$ cat src/rtl/spi_reg_ctrl.sv
// Frame-level SPI register controller: command decode, burst register
// writes and prefetched reads behind a byte-level SPI slave datapath.
module spi_reg_ctrl #(
    parameter int          ADDR_W    = 7,
    parameter bit          AUTO_INC  = 1'b1,
    parameter logic [7:0]  IDLE_BYTE = 8'h00
) (
    input  logic              clk,
    input  logic              rst,
    input  logic              ena,
    input  logic              spi_ss,
    input  logic              rx_valid,
    input  logic [7:0]        rx_byte,
    output logic [7:0]        tx_byte,
    output logic [ADDR_W-1:0] reg_addr,
    output logic [7:0]        reg_wdata,
    output logic              reg_we,
    output logic              reg_re,
    input  logic [7:0]        reg_rdata,
    output logic              busy,
    output logic [7:0]        byte_cnt
);

    typedef enum logic [1:0] {
        IDLE,
        CMD,
        WR,
        RD
    } state_t;

    localparam logic [ADDR_W-1:0] ADDR_ONE = 1;

    state_t            state;
    state_t            state_nx;
    logic              we_q;
    logic              re_q;
    logic              rd_pend;
    logic [7:0]        tx_q;
    logic [ADDR_W-1:0] addr_q;

    always_ff @(posedge clk or negedge rst) begin
        if (!rst) begin
            state <= IDLE;
        end else if (ena) begin
            state <= state_nx;
        end
    end

    always_comb begin
        state_nx = state;
        unique case (state)
            IDLE: if (!spi_ss) state_nx = CMD;
            CMD: begin
                if (rx_valid) state_nx = rx_byte[7] ? RD : WR;
            end
            WR: state_nx = WR;
            RD: state_nx = RD;
        endcase
        if (spi_ss) state_nx = IDLE;
    end

    always_ff @(posedge clk or negedge rst) begin
        if (!rst) begin
            we_q      <= 1'b0;
            re_q      <= 1'b0;
            rd_pend   <= 1'b0;
            tx_q      <= IDLE_BYTE;
            addr_q    <= '0;
            reg_wdata <= 8'h00;
            byte_cnt  <= 8'h00;
        end else if (ena) begin
            we_q    <= 1'b0;
            re_q    <= 1'b0;
            rd_pend <= re_q;
            // Write bursts advance the address once the strobe has been seen
            if (we_q && AUTO_INC) addr_q <= addr_q + ADDR_ONE;
            if (spi_ss) begin
                tx_q     <= IDLE_BYTE;
                byte_cnt <= 8'h00;
            end else begin
                if (rd_pend && state == RD) tx_q <= reg_rdata;
                if (rx_valid && state == CMD) begin
                    addr_q <= rx_byte[ADDR_W-1:0];
                    re_q   <= rx_byte[7];
                end
                if (rx_valid && state == WR) begin
                    we_q      <= 1'b1;
                    reg_wdata <= rx_byte;
                    if (byte_cnt != 8'hFF) byte_cnt <= byte_cnt + 8'd1;
                end
                if (rx_valid && state == RD) begin
                    re_q <= 1'b1;
                    if (AUTO_INC) addr_q <= addr_q + ADDR_ONE;
                    if (byte_cnt != 8'hFF) byte_cnt <= byte_cnt + 8'd1;
                end
            end
        end
    end

    // Read data is forwarded in the cycle it arrives, then held in tx_q
    assign tx_byte  = (rd_pend && state == RD) ? reg_rdata : tx_q;
    assign reg_we   = we_q & ena;
    assign reg_re   = re_q & ena;
    assign reg_addr = addr_q;
    assign busy     = (state != IDLE);

endmodule

$ cat config.mk
export PLATFORM = sky130hd
export DESIGN_NAME = spi_reg_ctrl
export DESIGN_NICKNAME = d
export VERILOG_FILES = /design/src/rtl/spi_reg_ctrl.sv
export SDC_FILE = /design/constraint.sdc
export NUM_CORES = 1
export LEC_CHECK = 0
export CORE_MARGIN = 2
export CORE_UTILIZATION = 30
export CTS_CLUSTER_DIAMETER = 60
export CTS_CLUSTER_SIZE = 28
export DETAILED_ROUTE_END_ITERATION = 6
export GPL_TIMING_DRIVEN = 0
export PLACE_DENSITY = 0.63
export SKIP_LAST_GASP = 1
export SYNTH_ARGS = -nofsm -noshare
export SYNTH_HDL_FRONTEND = slang
export SYNTH_SLANG_ARGS = --single-unit
$ cat constraint.sdc
create_clock -name clk -period 1.7 [get_ports clk]
set_input_delay 0.17 -clock clk [delete_from_list [all_inputs] [get_ports clk]]
set_output_delay 0.17 -clock clk [all_outputs]
set_load 0.005 [all_outputs]
==> impl_metrics.prom <==
# TYPE chip_impl_metric gauge
chip_impl_metric{name="cellLeakagePower",unit="nW"} 1.328
chip_impl_metric{name="vdd_drop_max",unit="µV"} 365.4
chip_impl_metric{name="floorplan.rows",unit=""} 30
chip_impl_metric{name="holdBufCountCts",unit=""} 0
chip_impl_info{name="hold_path.class",value="in -> async"} 1
chip_impl_metric{name="place_congestion",unit=""} 0.8166
chip_impl_metric{name="cp.arrival",unit="ns"} 1.52
chip_impl_metric{name="multiInputGateArea",unit="µm²"} 1172
chip_impl_metric{name="synthesis.nets",unit=""} 230
chip_impl_metric{name="drt_first_pass_iters",unit=""} 4
chip_impl_metric{name="cp.required",unit="ns"} 1.53
chip_impl_metric{name="pin_count_of_the_biggest_net_entering_global_routing",unit=""} 37
chip_impl_metric{name="yosysUniqueCellTypes",unit=""} 52
chip_impl_metric{name="seq_power_share",unit="%"} 39.1
chip_impl_metric{name="final_net_count",unit=""} 303
chip_impl_metric{name="p_switching",unit="W"} 0.0009375
chip_impl_metric{name="detail_route.drc_violations",unit=""} 0
chip_impl_info{name="synth_top_cells_by_area",value="sky130_fd_sc_hd__dfrtp_1, sky130_fd_sc_hd__mux2_2, sky130_fd_sc_hd__a22o_1"} 1
chip_impl_metric{name="timing_worst_slew_pin_value",unit="ns"} 0.8199
chip_impl_info{name="synth_area_leader_cell",value="sky130_fd_sc_hd__dfrtp_1"} 1
chip_impl_metric{name="wire_length_reported_by_the_detailed_router",unit="mm"} 5.882
chip_impl_metric{name="crit_fanout",unit=""} 5
chip_impl_metric{name="ant_nets",unit=""} 0
chip_impl_metric{name="cts_buffer_depth",unit=""} 2
chip_impl_info{name="ctsRootBufferMaster",value="sky130_fd_sc_hd__clkbuf_8"} 1
chip_impl_metric{name="max-cap-violations",unit=""} 0
chip_impl_metric{name="worst_skew_pair.late_latency",unit="ns"} 0.30
chip_impl_metric{name="hold_slack",unit="ns"} -0.03292
chip_impl_metric{name="slew_viol_final",unit=""} 0
chip_impl_metric{name="via_per_inst",unit=""} 5.361
chip_impl_metric{name="track_usage",unit="%"} 15.67
chip_impl_metric{name="initial_utilization",unit="%"} 31.28
chip_impl_metric{name="global_route_wire_length_before_repair",unit="mm"} 9.563
chip_impl_metric{name="period_share",unit="%"} 99.23
chip_impl_info{name="result_of_the_run",value="finished with violations"} 1
chip_impl_metric{name="first_iter_violations",unit=""} 137
chip_impl_metric{name="area.growth.synth_to_final",unit="%"} 45.73
chip_impl_metric{name="n_fill_cell",unit=""} 661
chip_impl_metric{name="h-tree-depth",unit=""} 2
chip_impl_metric{name="place_area",unit="µm²"} 2773
chip_impl_metric{name="internal_portion_of_total_power",unit="W"} 0.002067
chip_impl_metric{name="fp.dieH",unit="µm"} 88.40
chip_impl_metric{name="seqCellArea",unit="µm²"} 904.6
chip_impl_metric{name="p_per_area",unit="nW/µm²"} 964.8
chip_impl_metric{name="fraction_of_layout_instances_using_a_drive_strength_above_1",unit="%"} 27.76
chip_impl_info{name="timing.rr.start",value="state[1]"} 1
chip_impl_metric{name="timing.max_slew.rel_slack",unit="%"} 45.34
chip_impl_metric{name="fin_worst_skew",unit="ns"} 0.007592
chip_impl_metric{name="wire_per_inst",unit="µm"} 15.60
chip_impl_metric{name="die_area",unit="µm²"} 7815
chip_impl_metric{name="worst_setup_hold_path_clk_slew",unit="ns"} 0.08
chip_impl_metric{name="post_synth_instance_area",unit="µm²"} 2137
chip_impl_info{name="worst_setup_path_startpoint",value="state[1]"} 1
chip_impl_metric{name="synth_cells",unit=""} 207
chip_impl_metric{name="port_buffers",unit=""} 52
chip_impl_metric{name="vias",unit=""} 2021
chip_impl_info{name="worstSetupPathType",value="reg -> out"} 1
chip_impl_info{name="tritoncts",value="done"} 1
chip_impl_info{name="endpoint_kind",value="primary output"} 1
chip_impl_metric{name="async_flop_share",unit="%"} 100.0
chip_impl_metric{name="postLayoutCellArea",unit="µm²"} 3114
chip_impl_metric{name="synth.ff_latch_count",unit=""} 36
chip_impl_metric{name="design.portCount",unit=""} 55
chip_impl_metric{name="cts_made_buffers",unit=""} 5
chip_impl_metric{name="finalCriticalPeriod",unit="ns"} 1.687
chip_impl_info{name="cp-start-kind",value="flop"} 1
chip_impl_metric{name="post_synth.cell_area_avg",unit="µm²"} 10.32
chip_impl_info{name="failed_checks",value="hold timing"} 1
chip_impl_info{name="ys_dominant_reg_cell",value="sky130_fd_sc_hd__dfrtp_1"} 1
chip_impl_metric{name="finalHoldViolations",unit=""} 36
chip_impl_metric{name="synth_enable_flop_cells",unit=""} 0
chip_impl_metric{name="ys_seq_area_share",unit="%"} 42.15
chip_impl_metric{name="p_sw_share",unit="%"} 31.20
chip_impl_metric{name="place.detailed.hpwl",unit="mm"} 3.931
chip_impl_metric{name="die_w",unit="µm"} 88.40
chip_impl_metric{name="synth.yosys.warnings",unit=""} 0
chip_impl_metric{name="share_comb_of_total_power",unit="%"} 35.1
chip_impl_info{name="grt_setup_unrepaired",value="yes"} 1
chip_impl_metric{name="first_global_vias",unit=""} 1918
chip_impl_metric{name="antenna_found_initial",unit=""} 0
chip_impl_metric{name="clock_power_share",unit="%"} 25.9
chip_impl_metric{name="grt.overflow.total",unit=""} 0
chip_impl_metric{name="finish_stage_setup_viols",unit=""} 0
chip_impl_metric{name="rr_worst_depth",unit=""} 6
chip_impl_metric{name="insertedDiodeCount",unit=""} 0
chip_impl_metric{name="netlist.area_leader.share",unit="%"} 42.15
chip_impl_metric{name="max_clock_freq",unit="GHz"} 0.5928
chip_impl_metric{name="coreArea",unit="µm²"} 6832
chip_impl_metric{name="clkSinkCount",unit=""} 36
final cells by class:
class | instances | area share, %
multi-input combinational | 151 | 37.65
sequential | 36 | 29.05
timing repair buffer | 67 | 21.57
tap | 96 | 3.857
buffer | 15 | 3.817
clock buffer | 5 | 2.210
clock inverter | 3 | 1.366
inverter | 4 | 0.4821
repair_timing:
item / 4_1_cts / 5_1_grt
endpoints found under the setup margin: 12 / 24
setup buffers: 9 / 6
pin swaps: 1 / 1
gates resized for setup: 46 / 22
sequential cells by signal (all words and copies together) (netlist names):
register,count
reg_wdata,8
tx_q,8
re_q,1
state,2
byte_cnt,8
reg_addr,7
we_q,1
rd_pend,1
cells in the mapped netlist (all sizes together), types with 2 or more instances:
master,n
dfrtp,36
mux2,17
nor2,11
o2bb2ai,3
and4,4
and2,3
a211oi,3
o32ai,2
o22ai,2
nand4b,2
inv,4
ha,2
nor3b,3
nand3,9
o221a,3
nor4,2
xnor2,2
xor2,2
a31oi,4
a211o,3
o21a,2
nand3b,2
nor3,3
clkbuf,7
mux2i,2
o21ai,8
buf,9
a21oi,12
a22o,8
a21o,3
nand4,7
nand2,14
placed cells by master (no fill, tap or decap), types with 2 or more instances in the layout:
| cell type | n |
|---|---|
| sky130_fd_sc_hd__mux2_2 | 9 |
| sky130_fd_sc_hd__clkbuf_8 | 7 |
| sky130_fd_sc_hd__buf_6 | 16 |
| sky130_fd_sc_hd__nor2_1 | 11 |
| sky130_fd_sc_hd__mux2_4 | 8 |
| sky130_fd_sc_hd__o21a_1 | 2 |
| sky130_fd_sc_hd__nand4_1 | 7 |
| sky130_fd_sc_hd__nor4_1 | 2 |
| sky130_fd_sc_hd__a22o_1 | 8 |
| sky130_fd_sc_hd__o32ai_1 | 2 |
| sky130_fd_sc_hd__nand3b_1 | 2 |
| sky130_fd_sc_hd__buf_2 | 3 |
| sky130_fd_sc_hd__dfrtp_1 | 33 |
| sky130_fd_sc_hd__xnor2_1 | 2 |
| sky130_fd_sc_hd__clkdlybuf4s50_1 | 42 |
| sky130_fd_sc_hd__nand3_1 | 8 |
| sky130_fd_sc_hd__dfrtp_2 | 3 |
| sky130_fd_sc_hd__a211oi_1 | 3 |
| sky130_fd_sc_hd__o221a_2 | 3 |
| sky130_fd_sc_hd__clkbuf_2 | 4 |
| sky130_fd_sc_hd__and2_1 | 3 |
| sky130_fd_sc_hd__buf_4 | 9 |
| sky130_fd_sc_hd__nor3_1 | 2 |
| sky130_fd_sc_hd__a31oi_1 | 4 |
| sky130_fd_sc_hd__a21o_1 | 3 |
| sky130_fd_sc_hd__nor3b_1 | 3 |
| sky130_fd_sc_hd__buf_12 | 2 |
| sky130_fd_sc_hd__nand2_1 | 13 |
| sky130_fd_sc_hd__and4_1 | 4 |
| sky130_fd_sc_hd__mux2i_1 | 2 |
| sky130_fd_sc_hd__a21oi_1 | 12 |
| sky130_fd_sc_hd__nand4b_1 | 2 |
| sky130_fd_sc_hd__xor2_1 | 2 |
| sky130_fd_sc_hd__o21ai_0 | 8 |
| sky130_fd_sc_hd__a211o_1 | 2 |
| sky130_fd_sc_hd__clkbuf_1 | 3 |
| sky130_fd_sc_hd__o22ai_1 | 2 |
| sky130_fd_sc_hd__o2bb2ai_1 | 3 |
| sky130_fd_sc_hd__inv_1 | 4 |
cell families (layout without fill, tap and decap cells):
logic type / after synthesis / count (layout) / share of synthesized area [%]
AND/OR/NAND/NOR: 65 / 65 / 17.68
AO/OA/AOI/OAI: 61 / 61 / 21.78
flip-flops: 36 / 36 / 42.15
buffers and inverters: 20 / 94 / 5.678
multiplexers: 19 / 19 / 9.894
XOR/XNOR: 4 / 4 / 1.640
adder cells (fa/ha/maj): 2 / 2 / 1.171
power by group through the flow:
stage          sequential, W  clock (W)  combinational [W]
5_1_grt              0.00120   0.000836            0.00115
2_1_floorplan        0.00116          0           0.000497
4_1_cts              0.00116   0.000796            0.00101
3_3_place_gp         0.00118          0           0.000957
3_5_place_dp         0.00118          0           0.000973
6_report             0.00117   0.000777            0.00105
per-stage QoR:
step	power (W)	std cells	utilization [%]	worst slack, ns	setup TNS (ns)
after floorplan	0.001659	207	-	0.1426	0
after global placement	0.002133	355	40.66	-0.5049	-20.61
after detailed placement	0.002151	355	40.59	-0.2982	-2.783
after CTS	0.002974	372	43.81	-0.06112	-0.1838
after global routing	0.003188	377	45.59	-0.06009	-0.7248
final	0.003004	377	45.59	0.01309	0
metal layers:
metal / global-route usage [%] / vias up / part of all wire [%]
li1: - / 939 / -
met1: 21.06 / 1007 / 45
met2: 25.43 / 66 / 48
met3: 3.265 / 9 / 5.5
met4: 4.821 / 0 / 1.3
met5: 0 / - / 0
worst max-delay path, cell delays in order (launching register included):
cell                      delay, ns
sky130_fd_sc_hd__dfrtp_1       0.41
sky130_fd_sc_hd__buf_6         0.12
sky130_fd_sc_hd__nand3_4       0.11
sky130_fd_sc_hd__buf_12        0.16
sky130_fd_sc_hd__mux2_4        0.30
sky130_fd_sc_hd__buf_6         0.12
worst paths after layout:
kind,endpoint,slack (ns)
min in group clk,byte_cnt[3],0.29
max in group asynchronous,reg_addr[0],1.15
max reg2reg,reg_wdata[1],0.06
max,tx_byte[0],0.01
min reg2reg,re_q,0.49
min,byte_cnt[0],-0.03
Power figures use the tool's default switching activity.
